$ cat src/rtl/ram_arb_pkg.sv
// Shared definitions for the upper-memory RAM arbiter: FSM encoding,
// requester IDs, default widths and the wait-state clamp helper.
package ram_arb_pkg;

  localparam int DEF_ADDR_W      = 15;
  localparam int DEF_DATA_W      = 8;
  localparam int DEF_WAIT_STATES = 1;

  localparam logic REQ_CPU = 1'b0;
  localparam logic REQ_DMA = 1'b1;

  localparam int PICK_FIXED = 0;
  localparam int PICK_RR    = 1;

  typedef enum logic [1:0] {
    ST_IDLE   = 2'd0,
    ST_SETUP  = 2'd1,
    ST_ACCESS = 2'd2,
    ST_DONE   = 2'd3
  } arb_state_e;

  // Wait-state counts below one still need a single strobe cycle.
  function automatic int eff_wait(input int ws);
    return (ws < 1) ? 1 : ws;
  endfunction

endpackage

$ cat src/rtl/ram_arb_pick.sv
// Combinational winner selection between CPU and DMA requests.
// MODE selects fixed CPU priority or round-robin against last_grant_i.
module ram_arb_pick
  import ram_arb_pkg::*;
#(
  parameter int MODE = PICK_FIXED
) (
  input  logic cpu_req_i,
  input  logic dma_req_i,
  input  logic last_grant_i,
  output logic valid_o,
  output logic winner_o
);

  logic tie_winner;

  generate
    if (MODE == PICK_RR) begin : g_rr
      assign tie_winner = ~last_grant_i;
    end else begin : g_fixed
      logic unused_last_grant;
      assign unused_last_grant = last_grant_i;
      assign tie_winner        = REQ_CPU;
    end
  endgenerate

  assign valid_o = cpu_req_i | dma_req_i;

  always_comb begin
    winner_o = REQ_CPU;
    if (cpu_req_i && dma_req_i) begin
      winner_o = tie_winner;
    end else if (dma_req_i) begin
      winner_o = REQ_DMA;
    end
  end

endmodule

$ cat src/rtl/ram_arbiter.sv
// Two-port (CPU / DMA) arbiter sequencing the 32K upper RAM through
// SETUP, ACCESS and DONE. Define RAM_ARB_ROUND_ROBIN_EN for alternating ties.
module ram_arbiter
  import ram_arb_pkg::*;
#(
  parameter int ADDR_W      = DEF_ADDR_W,
  parameter int DATA_W      = DEF_DATA_W,
  parameter int WAIT_STATES = DEF_WAIT_STATES
) (
  input  logic              i_clk,
  input  logic              reset,
  input  logic              cpu_req,
  input  logic              cpu_we,
  input  logic [ADDR_W-1:0] cpu_addr,
  input  logic [DATA_W-1:0] cpu_wdata,
  output logic              cpu_ack,
  output logic [DATA_W-1:0] cpu_rdata,
  input  logic              dma_req,
  input  logic              dma_we,
  input  logic [ADDR_W-1:0] dma_addr,
  input  logic [DATA_W-1:0] dma_wdata,
  output logic              dma_ack,
  output logic [DATA_W-1:0] dma_rdata,
  output logic [ADDR_W-1:0] mem_addr,
  output logic [DATA_W-1:0] mem_wdata,
  input  logic [DATA_W-1:0] mem_rdata,
  output logic              mem_cs_n,
  output logic              mem_we_n,
  output logic              mem_oe_n,
  output logic              busy,
  output logic              grant_id
);

  localparam int WS    = eff_wait(WAIT_STATES);
  localparam int CNT_W = (WS > 1) ? $clog2(WS) : 1;
  localparam logic [CNT_W-1:0] CNT_LOAD = CNT_W'(WS - 1);

  arb_state_e        state_q;
  logic [CNT_W-1:0]  cnt_q;
  logic              we_q;
  logic              grant_q;
  logic [ADDR_W-1:0] mem_addr_q;
  logic [DATA_W-1:0] mem_wdata_q;
  logic              cs_n_q, we_n_q, oe_n_q;
  logic              cpu_ack_q, dma_ack_q;
  logic [DATA_W-1:0] cpu_rdata_q, dma_rdata_q;

  logic              pick_valid, pick_winner, last_grant;
  logic              sel_we_d;
  logic [ADDR_W-1:0] sel_addr_d;
  logic [DATA_W-1:0] sel_wdata_d;

`ifdef RAM_ARB_ROUND_ROBIN_EN
  localparam int PICK_MODE = PICK_RR;
  logic last_grant_q;

  always_ff @(posedge i_clk) begin
    if (reset) begin
      last_grant_q <= REQ_DMA;
    end else if (state_q == ST_IDLE && pick_valid) begin
      last_grant_q <= pick_winner;
    end
  end

  assign last_grant = last_grant_q;
`else
  localparam int PICK_MODE = PICK_FIXED;
  assign last_grant = REQ_DMA;
`endif

  ram_arb_pick #(
    .MODE(PICK_MODE)
  ) u_pick (
    .cpu_req_i   (cpu_req),
    .dma_req_i   (dma_req),
    .last_grant_i(last_grant),
    .valid_o     (pick_valid),
    .winner_o    (pick_winner)
  );

  always_comb begin
    sel_we_d    = cpu_we;
    sel_addr_d  = cpu_addr;
    sel_wdata_d = cpu_wdata;
    if (pick_winner == REQ_DMA) begin
      sel_we_d    = dma_we;
      sel_addr_d  = dma_addr;
      sel_wdata_d = dma_wdata;
    end
  end

  // Strobes and acks are registered one edge ahead so each state's outputs
  // are valid for the whole cycle the FSM sits in that state.
  always_ff @(posedge i_clk) begin
    if (reset) begin
      state_q     <= ST_IDLE;
      cnt_q       <= '0;
      we_q        <= 1'b0;
      grant_q     <= REQ_CPU;
      mem_addr_q  <= '0;
      mem_wdata_q <= '0;
      cs_n_q      <= 1'b1;
      we_n_q      <= 1'b1;
      oe_n_q      <= 1'b1;
      cpu_ack_q   <= 1'b0;
      dma_ack_q   <= 1'b0;
      cpu_rdata_q <= '0;
      dma_rdata_q <= '0;
    end else begin
      cpu_ack_q <= 1'b0;
      dma_ack_q <= 1'b0;
      case (state_q)
        ST_IDLE: begin
          if (pick_valid) begin
            grant_q     <= pick_winner;
            we_q        <= sel_we_d;
            mem_addr_q  <= sel_addr_d;
            mem_wdata_q <= sel_wdata_d;
            cs_n_q      <= 1'b0;
            oe_n_q      <= sel_we_d;
            state_q     <= ST_SETUP;
          end
        end
        ST_SETUP: begin
          cnt_q   <= CNT_LOAD;
          we_n_q  <= ~we_q;
          state_q <= ST_ACCESS;
        end
        ST_ACCESS: begin
          if (cnt_q == '0) begin
            cs_n_q <= 1'b1;
            we_n_q <= 1'b1;
            oe_n_q <= 1'b1;
            if (grant_q == REQ_DMA) begin
              dma_ack_q <= 1'b1;
              if (!we_q) dma_rdata_q <= mem_rdata;
            end else begin
              cpu_ack_q <= 1'b1;
              if (!we_q) cpu_rdata_q <= mem_rdata;
            end
            state_q <= ST_DONE;
          end else begin
            cnt_q <= cnt_q - 1'b1;
          end
        end
        ST_DONE: begin
          state_q <= ST_IDLE;
        end
        default: begin
          state_q <= ST_IDLE;
        end
      endcase
    end
  end

  assign mem_addr  = mem_addr_q;
  assign mem_wdata = mem_wdata_q;
  assign mem_cs_n  = cs_n_q;
  assign mem_we_n  = we_n_q;
  assign mem_oe_n  = oe_n_q;
  assign cpu_ack   = cpu_ack_q;
  assign dma_ack   = dma_ack_q;
  assign cpu_rdata = cpu_rdata_q;
  assign dma_rdata = dma_rdata_q;
  assign busy      = (state_q != ST_IDLE);
  assign grant_id  = grant_q;

endmodule

$ cat config.mk
export PLATFORM = sky130hd
export DESIGN_NAME = ram_arbiter
export DESIGN_NICKNAME = d
export VERILOG_FILES = /design/src/rtl/ram_arb_pkg.sv /design/src/rtl/ram_arb_pick.sv /design/src/rtl/ram_arbiter.sv
export SDC_FILE = /design/constraint.sdc
export NUM_CORES = 1
export LEC_CHECK = 0
export CAP_MARGIN = 20
export CORE_MARGIN = 1
export CORE_UTILIZATION = 42
export DETAILED_ROUTE_END_ITERATION = 12
export PLACE_DENSITY = 0.85
export SYNTH_ARGS = -nofsm -noshare
export SYNTH_HDL_FRONTEND = slang
export SYNTH_SLANG_ARGS = --single-unit
export TNS_END_PERCENT = 5
$ cat constraint.sdc
create_clock -name i_clk -period 4.56 [get_ports i_clk]
set_input_delay 0.456 -clock i_clk [delete_from_list [all_inputs] [get_ports i_clk]]
set_output_delay 0.456 -clock i_clk [all_outputs]
set_load 0.005 [all_outputs]
* After elaboration in Yosys (flattened, before gate mapping)
Cells that the tools add are included.
** Storage, ports and cells
- Flip-flop bits (word level) :: 49
- Word-level logic and storage cells :: 54
- Bits of input ports :: 60
** Operators by class
- Reduce and logical (&&, ||, !) cells :: 12
- Equal/unequal tests :: 5
- Add/sub/neg operators :: 1
- Bitwise gates (word level) :: 5
- Mux-type cells :: 18
** Operators with widths (count)
- two-way mux 15 bit :: 1
- two-way mux 1 bit :: 9
- two-way mux 8 bit :: 1
- one-hot mux 1 bit (2 select lines) :: 4
- one-hot mux 2 bit (4 select lines) :: 1
- AND reduction 4 bit :: 2
- AND reduction 2 bit :: 3
- nonzero test 2 bit :: 3
- equality test 2 bit, second input constant :: 2
- two-way mux 2 bit :: 2
- inequality test 2 bit, second input constant :: 2
- inverter 1 bit :: 4
- AND reduction 3 bit :: 1
- OR reduction 3 bit :: 1
- equality test 2 x 1 -> 1 bit, second input constant :: 1
- zero test 2 bit :: 1
- logical AND 1 bit :: 1
- bitwise OR 1 bit :: 1
- subtractor 1 bit, second input constant :: 1

* Logic depth before layout (Yosys ltp)
- Depth after elaboration :: 5
- Mapped depth :: 6

* Modules after synthesis
A second synthesis with hierarchy kept.
** Second synthesis, totals
- Cells, all modules :: 221
- Area, all modules :: 2092.0 µm²
** By module, submodules not included
- ram_arbiter :: times used 1, area each 2079.5 µm², cells each 219, seq. area each 960.9 µm²
- ram_arb_pick :: times used 1, area each 12.5 µm², cells each 2, seq. area each 0.0 µm²

* Least setup slack after synthesis
Ideal clock, no wire load.
- Path type :: register to register
- From :: register state_q[0]
- To :: register oe_n_q, in the netlist mem_oe_n
- Arrival time :: 1.323 ns
- Path buffers :: 1
- Stages on the path, launching flop included :: 7
- Period minus slack after synthesis :: 1.450 ns
- Required time :: 4.432 ns
- Setup slack :: 3.110 ns
- Cells stage by stage :: dfxtp_1 > inv_1 > ha_1 > or3b_1 > clkbuf_2 > o31ai_2 > a31oi_1
** On the way
- Longest elaborated chain between the ends :: 3
- Elaborated cells on any way between the ends :: 7
** Ends and longest elaborated chain
- from (decl) :: line ram_arbiter.sv:38 : arb_state_e state_q;
- from (signal assigned) :: line ram_arbiter.sv:96 : state_q <= ST_IDLE;
- from (signal assigned) :: line ram_arbiter.sv:121 : state_q <= ST_SETUP;
- from (signal assigned) :: line ram_arbiter.sv:127 : state_q <= ST_ACCESS;
- equality test 2 bit or zero test 2 bit (tied branches) :: line ram_arbiter.sv:112 : case (state_q)
- inequality test 2 bit (no source line) or nonzero test 2 bit (tied branches)
- AND reduction 3 bit (no source line)
- to (signal assigned) :: line ram_arbiter.sv:120 : oe_n_q <= sel_we_d;
- to (decl) :: line ram_arbiter.sv:44 : logic cs_n_q, we_n_q, oe_n_q;
Parallel ways exist; a longest one is shown, timed or not.
A chain may end at the register's enable or synchronous reset.

* Final worst setup path
- From :: register state_q[1]
- To :: output port busy
** On the way
- Longest elaborated chain between the ends :: 1
** Ends and longest elaborated chain
- nonzero test 2 bit :: line ram_arbiter.sv:165 : assign busy = (state_q != ST_IDLE);
- to (decl) :: line ram_arbiter.sv:30 : output logic busy,
Every way passes these cells.

==> out/metrics.yaml <==
clk-insertion-delay-late_ns: 0.31
endpoint_kind: "output pin"
fp-row-count: 24
hold_buffers: 0
synth_edf_count: 0
clk_path_buf_depth: 2
fmax_mhz: 471
slowest_stage: "clkdlybuf4s50_1"
pre_cts_ws_ns: 2.52
yosys_register_bits: 48
worstPathRequired_ns: 4.10
dieArea_sq_um: 5130
yosys_warnings: 0
clkTransAtPathRegs_ns: 0.08
finalSetupViolCount: 0
tns_ns: 0
power_density_nw_per_um2: 476
cts_resized: 0
grt_pass1_vias: 1629
first_pass_iters: 4
layout.cells.non_filler: 350
cpPeakStageDelay_ns: 0.52
wl_per_cell_um: 13.9
yosysMostFrequentCell: "dfxtp_1"
cts_tree: "done"
place_inst: 342
min_period_over_period: 0.466
place.gp.congestion: 0.735
layout-drive-gt1-share: 0.0537
yosysUniqueCellTypes: 26
path_cells: "inv_1, ha_1, inv_1, clkdlybuf4s50_1"
swShare: 0.323
syn-num-nets: 263
met1_length_mm: 2.04
numPortBuffers: 105
synth.top_cells.by_count: "dfxtp_1 (48), nor2_1 (43), mux2i_1 (41)"
crit_top_cell: "inv_1"
overflow: 0
routed_via_density: 5.00
wl_mm: 4.87
total_power_mw: 1.50
crit_path_start: "state_q[1]"
avgSynthCellArea_sq_um: 10.2
cts-htree-levels: 2
syn_inst: 199
post-route-util: 0.699
final.setup_skew_ns: 0.00508
worst-setup-path-type: "flip-flop to output pin"
place_hpwl_mm: 3.46
num_vias: 1751
ios: 106
finalWorstSetupSlack_ns: 2.44
antenna_found_initial: 0
ir_drop_mv: 0.251
max_slew.worst_pin.slew_ns: 0.951
wl_met3_um: 264
netlist.area_leader.share: 0.472
min_from: "mem_cs_n"
seq_power_share: 0.398
drt_iter0_markers: 79
synth_area_sq_um: 2030
antenna_left: 0
period_needed_ns: 2.12
slew_viol_final: 0
power_frac_comb: 0.426
synth.area.top_cells: "dfxtp_1 (47%), mux2i_1 (20%), a211oi_1 (8.5%)"
slew_headroom: 0.366
synth-seq-area-share: 0.472
drc: 0
synthArstFlopShare: 0
cts_root_buf: "clkbuf_8"
grt_pass1_wl_mm: 7.85
nNetsFinal: 361
yosys_most_used_dff: "dfxtp_1"
post_cts_buffers: 0
core_sq_um: 4500
p_leak_nw: 1.35
cts.sinks: 48
p_int_mw: 1.01
rsz0062_at_grt: "false"
num_antenna_cells: 0
grt_use_total: 0.201
grt_max_degree: 51
die_h_um: 71.6
highest_layer: "met4"
wl_met2_mm: 2.43
cts_made_buffers: 5
crit_path_start_kind: "flip-flop"
start_util: 0.452
finalHoldViolations: 0
hold_path.class: "flip-flop to flip-flop"
synth_top_cell_by_area: "dfxtp_1"
die_x_um: 71.6
p_switching_uw: 483
clockPowerShare: 0.176
status: "complete, no violations"
arrival_ns: 1.67
cp_max_fo: 6
timing.rr.start: "state_q[0]"
layout-area-overhead-vs-synth_pct: 54.7
maxCapViolations: 0
cell type report:
| type | count | area [sq um] |
|---|---|---|
| well taps | 52 | 65.1 |
| repair buffers | 107 | 1060 |
| inverters | 4 | 15.0 |
| flip-flops and latches | 48 | 961 |
| fillers | 376 | 1360 |
| clock buffers | 6 | 82.6 |
| multi-input cells | 131 | 953 |
| clock inverters | 2 | 10.0 |
stage by stage:
| stage | hold slack, ns | area, sq um |
|---|---|---|
| finish | 0.481 | 3150 |
| global route | 0.522 | 3150 |
| CTS | 0.487 | 3150 |
| detailed placement | 0.476 | 3060 |
| global placement | 0.464 | 3060 |
| floorplan | 0.462 | 2030 |
critical path, delay by kind of cell (launching register included):
family / cells / cell delay (ns)
flops: 1 / 0.39
buf+inv: 3 / 0.72
fa+ha+maj: 1 / 0.26
metal layers:
metal / track usage / vias up
met1: 0.239 / 788
met5: 0 / -
met3: 0.0394 / 12
li1: - / 895
met4: 0.135 / 0
met2: 0.330 / 56
power by group through the flow:
stage,combinational [mW],clock (mW),sequential (mW)
floorplan,0.320,0,0.611
global placement,0.625,0,0.602
global route,0.701,0.286,0.611
finish,0.638,0.263,0.596
detailed placement,0.641,0,0.606
CTS,0.645,0.271,0.597
registers in the layout (all words and copies together), names as in the netlist:
name / count
cpu_rdata: 8
we_q: 1
state_q: 2
grant_id: 1
dma_ack: 1
mem_wdata: 8
mem_addr: 15
mem_cs_n: 1
cpu_ack: 1
dma_rdata: 8
mem_we_n: 1
mem_oe_n: 1
cell usage in the layout, fill, tap and decap left out:
| cell type | count |
|---|---|
| a21oi_1 | 2 |
| o21ai_0 | 1 |
| or3b_1 | 1 |
| inv_1 | 4 |
| o31ai_2 | 1 |
| nor3b_1 | 1 |
| nor3_1 | 1 |
| dfxtp_1 | 48 |
| nor3b_2 | 1 |
| mux2i_1 | 41 |
| or4_1 | 1 |
| a31oi_1 | 1 |
| o22ai_1 | 1 |
| nand2_1 | 1 |
| clkbuf_8 | 6 |
| a211oi_1 | 23 |
| a211oi_2 | 3 |
| o21a_1 | 1 |
| and3b_1 | 1 |
| clkdlybuf4s50_1 | 104 |
| buf_4 | 2 |
| buf_2 | 1 |
| clkinv_2 | 2 |
| ha_1 | 4 |
| nand2b_1 | 2 |
| nor2_1 | 43 |
| nand3b_1 | 1 |
kinds of logic (layout without fill, tap and decap cells):
| kind of cell | after synthesis | after routing | synth area share |
|---|---|---|---|
| compound gates | 33 | 33 | 0.127 |
| simple gates | 53 | 53 | 0.113 |
| buf+inv | 20 | 119 | 0.0615 |
| flops | 48 | 48 | 0.472 |
| fa+ha+maj | 4 | 4 | 0.0246 |
| mux | 41 | 41 | 0.202 |
final timing paths:
check | to | slack, ns | depth (start not counted)
max | busy | 2.44 | 4
min | mem_cs_n | 0.48 | 2
max reg2reg | cpu_rdata[7] | 2.69 | 5
min reg2reg | mem_cs_n | 0.48 | 2
No activity file was read; power rests on OpenSTA's default activity.
==> patch (same settings) <==
The option `RAM_ARB_ROUND_ROBIN_EN` is turned on by a define.
--- a/src/rtl/ram_arbiter.sv
+++ b/src/rtl/ram_arbiter.sv
@@ -2,2 +2,4 @@
 // SETUP, ACCESS and DONE. Define RAM_ARB_ROUND_ROBIN_EN for alternating ties.
+`define RAM_ARB_ROUND_ROBIN_EN
+
 module ram_arbiter
Formal check against the unedited RTL: not equivalent (a bounded check fails within 10 cycles, from zero or initial values and one cycle with reset high).
==> patch against the unedited design <==
  * Clock power fell by 6%
  * Final cell count up 13%
  * Die area grew 3.6%
  * Power rose by 2.7%
  * Routed wire length is 16% higher
  * Worst setup slack improved by 0.0054 ns
  * Area after synthesis grew 3.7%
  * Sequential cell count rose by 1
  * Design area rose by 3.2%
  * Hold slack worse by 0.016 ns
  * First-iteration DRC count shrank 5.1%
==> patch: results (changes against the unedited design) <==
[cts]
clock_sinks = 49  ; +2.1%
cts_resized = 0  ; unchanged
htree_levels = 2  ; unchanged
clk_pin_slew_ns = 0.09

[synthesis]
ys_types = 28  ; +7.7%
synth_seq_area_share_pct = 46.50  ; -0.73 points
synth.area.top_cells = dfxtp_1 (47%), a211oi_2 (11%), mux2i_1 (8.1%), nor2_1 (7.8%), a21oi_1 (6.2%)
syn-mean-instance-area_um2 = 9.172  ; -10%
synth_nets = 292  ; +11%
synth_common_cells = dfxtp_1 (49), nor2_1 (44), a21oi_1 (26), nand2_1 (25), a211oi_2 (19)

[routing]
dr_wl_met3_um = 561  ; +110%
routed_via_density = 5.089  ; +1.7%
wirelength_um = 5640  ; +16%
dr.first_iter.drc_count = 75  ; -5.1%
routed.top_layer = met4
met1Wirelength_um = 2308  ; +13%
dr_total_vias = 2005  ; +15%
dr_wl_met2_um = 2705  ; +12%
drt_first_pass_iters = 4  ; unchanged

[cells_and_area]
multi_input_area_share_pct = 31.23  ; +0.94 points
num-nonclk-inverters = 5  ; +1
buf_share_pct = 32.88  ; -0.82 points
drive_gt1_share_pct = 10.09  ; +4.7 points
clock_area_share_pct = 2.541  ; -0.40 points
final_core_util_pct = 67.90  ; -2.0 points
regArea_um2 = 980.9  ; +2.1%
nMultiInputCombCells = 158  ; +21%
n_clock_buffer = 6  ; unchanged
nFillCells = 398  ; +5.9%

[sta]
worstMarginPinSlew_ns = 1.090  ; +0.1383 ns
finalClockSkew_ns = 0.003459  ; -0.001624 ns

[power_and_ir_drop]
switchingPower_uw = 527.0  ; +9.1%
leakagePower_uw = 0.001271  ; -5.6%
comb_power_uw = 700  ; +9.7%
combPwrFrac_pct = 45.5  ; +2.9 points
peakVddDrop_mv = 0.2456  ; -2.2%
p_seq_uw = 591  ; -0.8%

[global_routing]
groute.usage.overall_pct = 22.12  ; +2.0 points
grt_pass1_wl_um = 9025  ; +15%
grt_start_max_net_pins = 52  ; +2.0%
gr-usage-met1_pct = 24.33  ; +0.40 points
gr-usage-met3_pct = 9.254  ; +5.3 points
use_met2_pct = 38.84  ; +5.8 points

[placement]
dp_slack_ns = 2.100  ; -0.4240 ns
dp_cells = 385  ; +13%
hpwl_um = 3898  ; +13%
dpl-instance-area_mm2 = 0.003152  ; +3.2%
gp_congestion = 0.8252  ; +12%

[min_path]
hold_path.class = reg -> reg

[run_status]
outcome = finished clean

[critical_path]
worstPathMaxFanout = 24  ; +18
arrival_ns = 2.33  ; +0.66 ns

patch: final timing paths:
| path | start | end | slack (ns) | depth (start not counted) |
|---|---|---|---|---|
| hold reg to reg | state_q[0] | state_q[0] | 0.46 | 2 |
| hold / removal | state_q[0] | state_q[0] | 0.46 | 2 |
| setup / recovery | cpu_req | we_q | 2.44 | 4 |
| setup reg to reg | last_grant | we_q | 2.83 | 3 |
patch: kinds of logic (layout without fill, tap and decap cells):
| logic type | after synthesis | after routing | synth area share (%) |
|---|---|---|---|
| AO/OA/AOI/OAI | 61 | 61 | 23.78 |
| flip-flops | 49 | 49 | 46.50 |
| buffers and inverters | 23 | 120 | 5.397 |
| AND/OR/NAND/NOR | 78 | 78 | 15.07 |
| adder cells (fa/ha/maj) | 2 | 2 | 1.186 |
| multiplexers | 17 | 17 | 8.066 |
patch: critical path, cell delays in order:
cell and delay, ns:
clkdlybuf4s50_1 0.65, a21bo_1 0.67, o32ai_1 0.28, a211oi_1 0.27
